## src/rtl/sel_seq_pkg.sv

```systemverilog
// Shared types and defaults for the select-code sequencer that feeds the one-hot decoder.
package sel_seq_pkg;

  typedef enum logic {
    IDLE = 1'b0,
    RUN  = 1'b1
  } state_t;

  localparam logic MODE_ONESHOT = 1'b0;
  localparam logic MODE_CONT    = 1'b1;

  localparam int SEL_W_DEF   = 2;
  localparam int DWELL_W_DEF = 8;

endpackage

```

## src/rtl/dwell_counter.sv

```systemverilog
// Per-channel dwell counter: counts enabled cycles and flags the last cycle of a dwell.
module dwell_counter #(
  parameter int DWELL_W = 8
) (
  input  logic               clk,
  input  logic               rst_n,
  input  logic               clear,
  input  logic               enable,
  input  logic [DWELL_W-1:0] limit,
  output logic               expire
);

  logic [DWELL_W-1:0] cnt_q, cnt_d;

  // limit is never zero, so limit-1 cannot underflow
  assign expire = enable && (cnt_q == (limit - DWELL_W'(1)));

  always_comb begin
    cnt_d = cnt_q;
    if (clear) begin
      cnt_d = '0;
    end else if (enable) begin
      cnt_d = expire ? '0 : cnt_q + DWELL_W'(1);
    end
  end

  always_ff @(posedge clk) begin
    if (!rst_n) begin
      cnt_q <= '0;
    end else begin
      cnt_q <= cnt_d;
    end
  end

endmodule

```

## src/rtl/sel_sequencer.sv

```systemverilog
// Sweeps a registered select code across all channels with a programmable dwell,
// in one-shot or continuous mode, with pause and abort.
module sel_sequencer
  import sel_seq_pkg::*;
#(
  parameter int SEL_W   = SEL_W_DEF,
  parameter int DWELL_W = DWELL_W_DEF
) (
  input  logic               clk,
  input  logic               rst_n,
  input  logic               start,
  input  logic               stop,
  input  logic               pause,
  input  logic               mode,
  input  logic [DWELL_W-1:0] dwell,
  output logic [SEL_W-1:0]   tbit,
  output logic               valid,
  output logic               busy,
  output logic               sweep_done
);

  localparam int              N_CH    = 2 ** SEL_W;
  localparam logic [SEL_W-1:0] LAST_CH = SEL_W'(N_CH - 1);

  state_t             state_q, state_d;
  logic               mode_q, mode_d;
  logic [DWELL_W-1:0] dwell_q, dwell_d;
  logic [SEL_W-1:0]   tbit_q, tbit_d;
  logic               sweep_done_q, sweep_done_d;
  logic               cnt_clear, cnt_en, expire;

  dwell_counter #(
    .DWELL_W (DWELL_W)
  ) u_dwell_counter (
    .clk    (clk),
    .rst_n  (rst_n),
    .clear  (cnt_clear),
    .enable (cnt_en),
    .limit  (dwell_q),
    .expire (expire)
  );

  always_comb begin
    state_d      = state_q;
    mode_d       = mode_q;
    dwell_d      = dwell_q;
    tbit_d       = tbit_q;
    sweep_done_d = 1'b0;
    cnt_clear    = 1'b0;
    cnt_en       = 1'b0;
    case (state_q)
      IDLE: begin
        tbit_d = '0;
        if (start && !stop) begin
          mode_d    = mode;
          dwell_d   = (dwell == '0) ? DWELL_W'(1) : dwell;
          cnt_clear = 1'b1;
          state_d   = RUN;
        end
      end
      RUN: begin
        if (stop) begin
          state_d   = IDLE;
          tbit_d    = '0;
          cnt_clear = 1'b1;
        end else if (!pause) begin
          cnt_en = 1'b1;
          if (expire) begin
            if (tbit_q == LAST_CH) begin
              // sweep_done lands on the first cycle showing channel 0 (or the first IDLE cycle)
              tbit_d       = '0;
              sweep_done_d = 1'b1;
              if (mode_q == MODE_ONESHOT) begin
                state_d = IDLE;
              end
            end else begin
              tbit_d = tbit_q + SEL_W'(1);
            end
          end
        end
      end
      default: begin
        state_d = IDLE;
        tbit_d  = '0;
      end
    endcase
  end

  always_ff @(posedge clk) begin
    if (!rst_n) begin
      state_q      <= IDLE;
      mode_q       <= MODE_ONESHOT;
      dwell_q      <= DWELL_W'(1);
      tbit_q       <= '0;
      sweep_done_q <= 1'b0;
    end else begin
      state_q      <= state_d;
      mode_q       <= mode_d;
      dwell_q      <= dwell_d;
      tbit_q       <= tbit_d;
      sweep_done_q <= sweep_done_d;
    end
  end

  assign tbit       = tbit_q;
  assign valid      = (state_q == RUN);
  assign busy       = (state_q == RUN);
  assign sweep_done = sweep_done_q;

endmodule

```

## config.mk

```make
export PLATFORM = sky130hd
export DESIGN_NAME = sel_sequencer
export DESIGN_NICKNAME = d
export VERILOG_FILES = /design/src/rtl/sel_seq_pkg.sv /design/src/rtl/dwell_counter.sv /design/src/rtl/sel_sequencer.sv
export SDC_FILE = /design/constraint.sdc
export NUM_CORES = 1
export LEC_CHECK = 0
export ABC_AREA = 1
export BUFFER_PORTS_ARGS = -buffer_cell sky130_fd_sc_hd__buf_2
export CORE_ASPECT_RATIO = 1.25
export CORE_UTILIZATION = 56
export CTS_CLUSTER_DIAMETER = 100
export CTS_CLUSTER_SIZE = 8
export DETAILED_ROUTE_END_ITERATION = 10
export PLACE_DENSITY = 0.86
export SLEW_MARGIN = 15
export SYNTH_ARGS = -nofsm -noshare
export SYNTH_HDL_FRONTEND = slang
export SYNTH_SLANG_ARGS = --single-unit
```

## constraint.sdc

```tcl
create_clock -name clk -period 2.18 [get_ports clk]
set_clock_uncertainty 0.15 [all_clocks]
set_input_delay 0.436 -clock clk [delete_from_list [all_inputs] [get_ports clk]]
set_output_delay 0.436 -clock clk [all_outputs]
set_load 0.005 [all_outputs]
```

==> summary by stage <==
Detailed routing
The vias after detailed routing is 1235. The number of remaining DRC errors is 0. After detailed routing, the average wire length per cell comes to 11.8 um.

Using the TritonRoute via totals, the vias-per-cell ratio works out to 5.21. The final wirelength is 2810 um. The final antenna-violating net count is 0. In this run, the number of DRC markers left after iteration 0 of detailed routing was 20. The number of optimization iterations in the first detailed-route pass is 4.

Pwr
In this run the power spent charging and discharging nets is 0.000238 W. The total power draw is 0.000761 W. The leakage power of the design is 0.698 nW. Per report_power, the sequential group accounts for 53.4% of the total. The internal power consumption is 0.000523 W. The total power density per cell area is 526 nW/um^2.

IR analysis of the VDD net gives a maximum drop of 0.415 mV. Combinational logic is responsible for 20.7% of the overall power. The switching fraction of total power is 31.3%. The clock network fraction of design power is 25.9%.

Floorplan
The floorplan has 19 rows. The area of the core is 2190 sq um. The number of placed I/O pins is 19. For this configuration, the core starts out at a cell density of 59.6%. The vertical die dimension is 55.9 um. The area of the die is 2530 sq um.

The die boundary width is 45.2 um.

Worst setup path
Data arrives at the worst endpoint at 1.97 ns. The critical path required time is 2.25 ns. Measured in cells, the most critical reg-to-reg path has a length of 8. The capturing element type of the critical path is a register. STA classifies the critical path startpoint as a register. Along the worst path, the maximum fanout reaches 6. The kind of critical path is register to register.

Clock tree
The clock latency at the later pin of the worst-skew pair is 0.32 ns. Post-CTS repair changed the size of 0 cells. After clock tree synthesis, the flow added hold-fix buffers numbering 0. For this design, the sink count on the clock tree is 21. CTS built an H-tree with a depth of 1. The clock tree root driver cell is sky130_fd_sc_hd__clkbuf_4. The TritonCTS buffer count is 3. The clock tree from TritonCTS is yes. The clock passes through at most 2 buffers. The total setup buffers inserted after CTS is 0.

After clock tree synthesis, the clock-pin slew on the worst setup and hold paths is 0.12 ns.

Hold path
The cell depth of the worst hold path is 3. The type of the tightest min-delay check is primary input to register.

STA
The total count of max-transition violations in the final report is 0. Setup repair after global routing left no endpoint under its margin. Across all hold checks on the routed design, the worst slack comes to 0.174 ns. The slew at the pin closest to its max-slew limit is 0.428 ns. Dividing the final minimum period by the clock period gives 87.4%. The aggregate negative setup slack is 0 ns. Counting I/O delays and the setup requirement, the final critical path takes 1.91 ns. Setup violations remaining at the end of the flow were counted as 0. The count of endpoints failing hold in the final timing report is 0. The fmax is 525 MHz.

The relative slew slack is 71.4%.

Cells and area
The commonest non-fill, non-tap cell in the layout is sky130_fd_sc_hd__nand2_1. After routing the design area is 1450 sq um. The fraction of final layout cells with drive strength greater than 1 is 25.2%. After the last flow step, the layout net total stands at 224. From synthesis to final layout, the design area changed by 10.9%. The multi-input combinational cell area is 743 sq um. The total inserted antenna cells is 0. Leaving out fill and tap cells, the most frequent cells in the layout are sky130_fd_sc_hd__nand2_1 (45), sky130_fd_sc_hd__inv_1 (25), sky130_fd_sc_hd__dfxtp_1 (21).

The area of all sequential standard cells is 420 sq um. The finished layout holds 237 standard cells, fillers aside. The fill cell instance count of the final layout is 209.

Synthesis
Synthesis handed over a netlist of 186 instances. The post-synthesis average cell area is 7.01 sq um. The count of different cell masters after synthesis is 32.

Yosys printed 0 warnings. After synthesis the netlist holds a flip-flop and latch count of 21. The synthesized area is 1300 sq um. Synthesis produced a netlist with a net count of 203.

The post-synthesis sequential area ratio is 32.2%.

Global route
In this run the most used layer during global routing was met2. The met2 routing resource usage after global routing is 47.2%. The maximum number of pins on one net before global-route repair is 12. The global routing usage on met1 is 28.9%. Global routing consumed, on the met3 layer, 1.95% of the routing resources.

The initial antenna violation count is 0. Global routing finished with a remaining overflow of 0. The overall global routing resource usage is 26.1%. The number of global-route vias before repair is 1208. The first global-routing pass estimated 4890 um of wire.

Run
The max-capacitance violation count is 0.

Placement
Routability-driven placement finished with a final weighted congestion of 0.873. The number of input and output port buffers inserted is 18. The cell area after placement is 1420 sq um. The estimated wirelength of the detail-placed design is 2260 um. The number of placed instances, taps included, is 233.

Outcome
The run finished with clean final reports.
[power by group through the flow]
stage / Clock, W / Combinational [W] / Sequential (W)
floorplan: 0 / 0.000116 / 0.000413
global placement: 0 / 0.000148 / 0.000414
detailed placement: 0 / 0.000155 / 0.000415
CTS: 0.000197 / 0.000157 / 0.000407
global route: 0.000205 / 0.000174 / 0.000409
finish: 0.000197 / 0.000157 / 0.000407
[synth_stat cells]
library cell               number  area [sq um]
sky130_fd_sc_hd__nand2_1       45           169
sky130_fd_sc_hd__inv_1         25          93.8
sky130_fd_sc_hd__dfxtp_1       21           420
sky130_fd_sc_hd__nor2_1        14          52.6
sky130_fd_sc_hd__nand3_1       11          55.1
sky130_fd_sc_hd__nor2_2         9          56.3
sky130_fd_sc_hd__inv_2          8          30.0
sky130_fd_sc_hd__xor2_1         7          61.3
sky130_fd_sc_hd__o21ai_0        6          30.0
sky130_fd_sc_hd__a21oi_1        5          25.0
sky130_fd_sc_hd__nand2_2        4          25.0
sky130_fd_sc_hd__ha_1           3          37.5
sky130_fd_sc_hd__nand4_1        3          18.8
sky130_fd_sc_hd__xnor2_1        3          26.3
sky130_fd_sc_hd__nand3_2        2          20.0
sky130_fd_sc_hd__nor2_4         2          22.5
sky130_fd_sc_hd__nor3_2         2          20.0
sky130_fd_sc_hd__o22ai_1        2          12.5
sky130_fd_sc_hd__a21boi_1       1          7.51
sky130_fd_sc_hd__a22oi_1        1          7.51
sky130_fd_sc_hd__a31oi_1        1          6.26
sky130_fd_sc_hd__a41oi_1        1          8.76
sky130_fd_sc_hd__buf_2          1          5.00
sky130_fd_sc_hd__buf_4          1          7.51
sky130_fd_sc_hd__clkinv_1       1          3.75
sky130_fd_sc_hd__nand2_4        1          11.3
sky130_fd_sc_hd__nand4_4        1          21.3
sky130_fd_sc_hd__nor2_8         1          20.0
sky130_fd_sc_hd__nor3_1         1          5.00
sky130_fd_sc_hd__nor3b_2        1          12.5
sky130_fd_sc_hd__nor4_1         1          6.26
sky130_fd_sc_hd__o21ai_1        1          5.00
[per-layer routing]
layer	wire, um	up-vias
li1	-	622
met1	1110	569
met2	1540	35
met3	85	9
met4	71	0
met5	0	-
[worst paths after layout]
path                                              start  slack [ns]                                    end
worst max register to register  dwell_q[0]$_SDFFE_PN1P_        0.27  u_dwell_counter.cnt_q[2]$_SDFFE_PP0P_
worst min-delay path                           dwell[3]        0.17                dwell_q[3]$_SDFFE_PN0P_
worst max-delay path            dwell_q[0]$_SDFFE_PN1P_        0.27  u_dwell_counter.cnt_q[2]$_SDFFE_PP0P_
worst min register to register  dwell_q[7]$_SDFFE_PN0P_        0.35                dwell_q[7]$_SDFFE_PN0P_
[logic make-up (layout without fill, tap and decap cells)]
family	Yosys count	after routing	synth area share, %
flops	21	21	32.2
compound gates	18	18	7.87
fa+ha+maj	3	3	2.88
buf+inv	36	56	10.7
xor+xnor	10	10	6.72
simple gates	98	98	39.5
[sequential cells by signal (all words and copies together), names as in the netlist]
name / flops
busy: 1
mode_q: 1
u_dwell_counter.cnt_q: 8
tbit: 2
dwell_q: 8
sweep_done: 1
[area by class of cell]
type	count	share of cell area [%]
flip-flops and latches	21	29.1
repair buffers	18	6.23
clock buffers	4	1.82
well taps	31	2.68
inverters	34	8.82
multi-input cells	129	51.4
[critical path, cell delays in order (launching register included)]
cell and delay, ns:
sky130_fd_sc_hd__dfxtp_1 0.39, sky130_fd_sc_hd__inv_2 0.07, sky130_fd_sc_hd__ha_1 0.32, sky130_fd_sc_hd__xor2_1 0.17, sky130_fd_sc_hd__nand3_1 0.15, sky130_fd_sc_hd__nor2_4 0.18
sky130_fd_sc_hd__nand4_4 0.14, sky130_fd_sc_hd__nand2_2 0.17, sky130_fd_sc_hd__nor3b_2 0.06
[through the flow]
step | worst slack (ns) | util, %
after detailed placement | 0.371 | 64.9
final | 0.274 | 66.1
after CTS | 0.283 | 66.1
after global routing | 0.138 | 66.1
after global placement | 0.433 | 64.9
after floorplan | 0.477 | -
(Power assumes the default switching activity.)
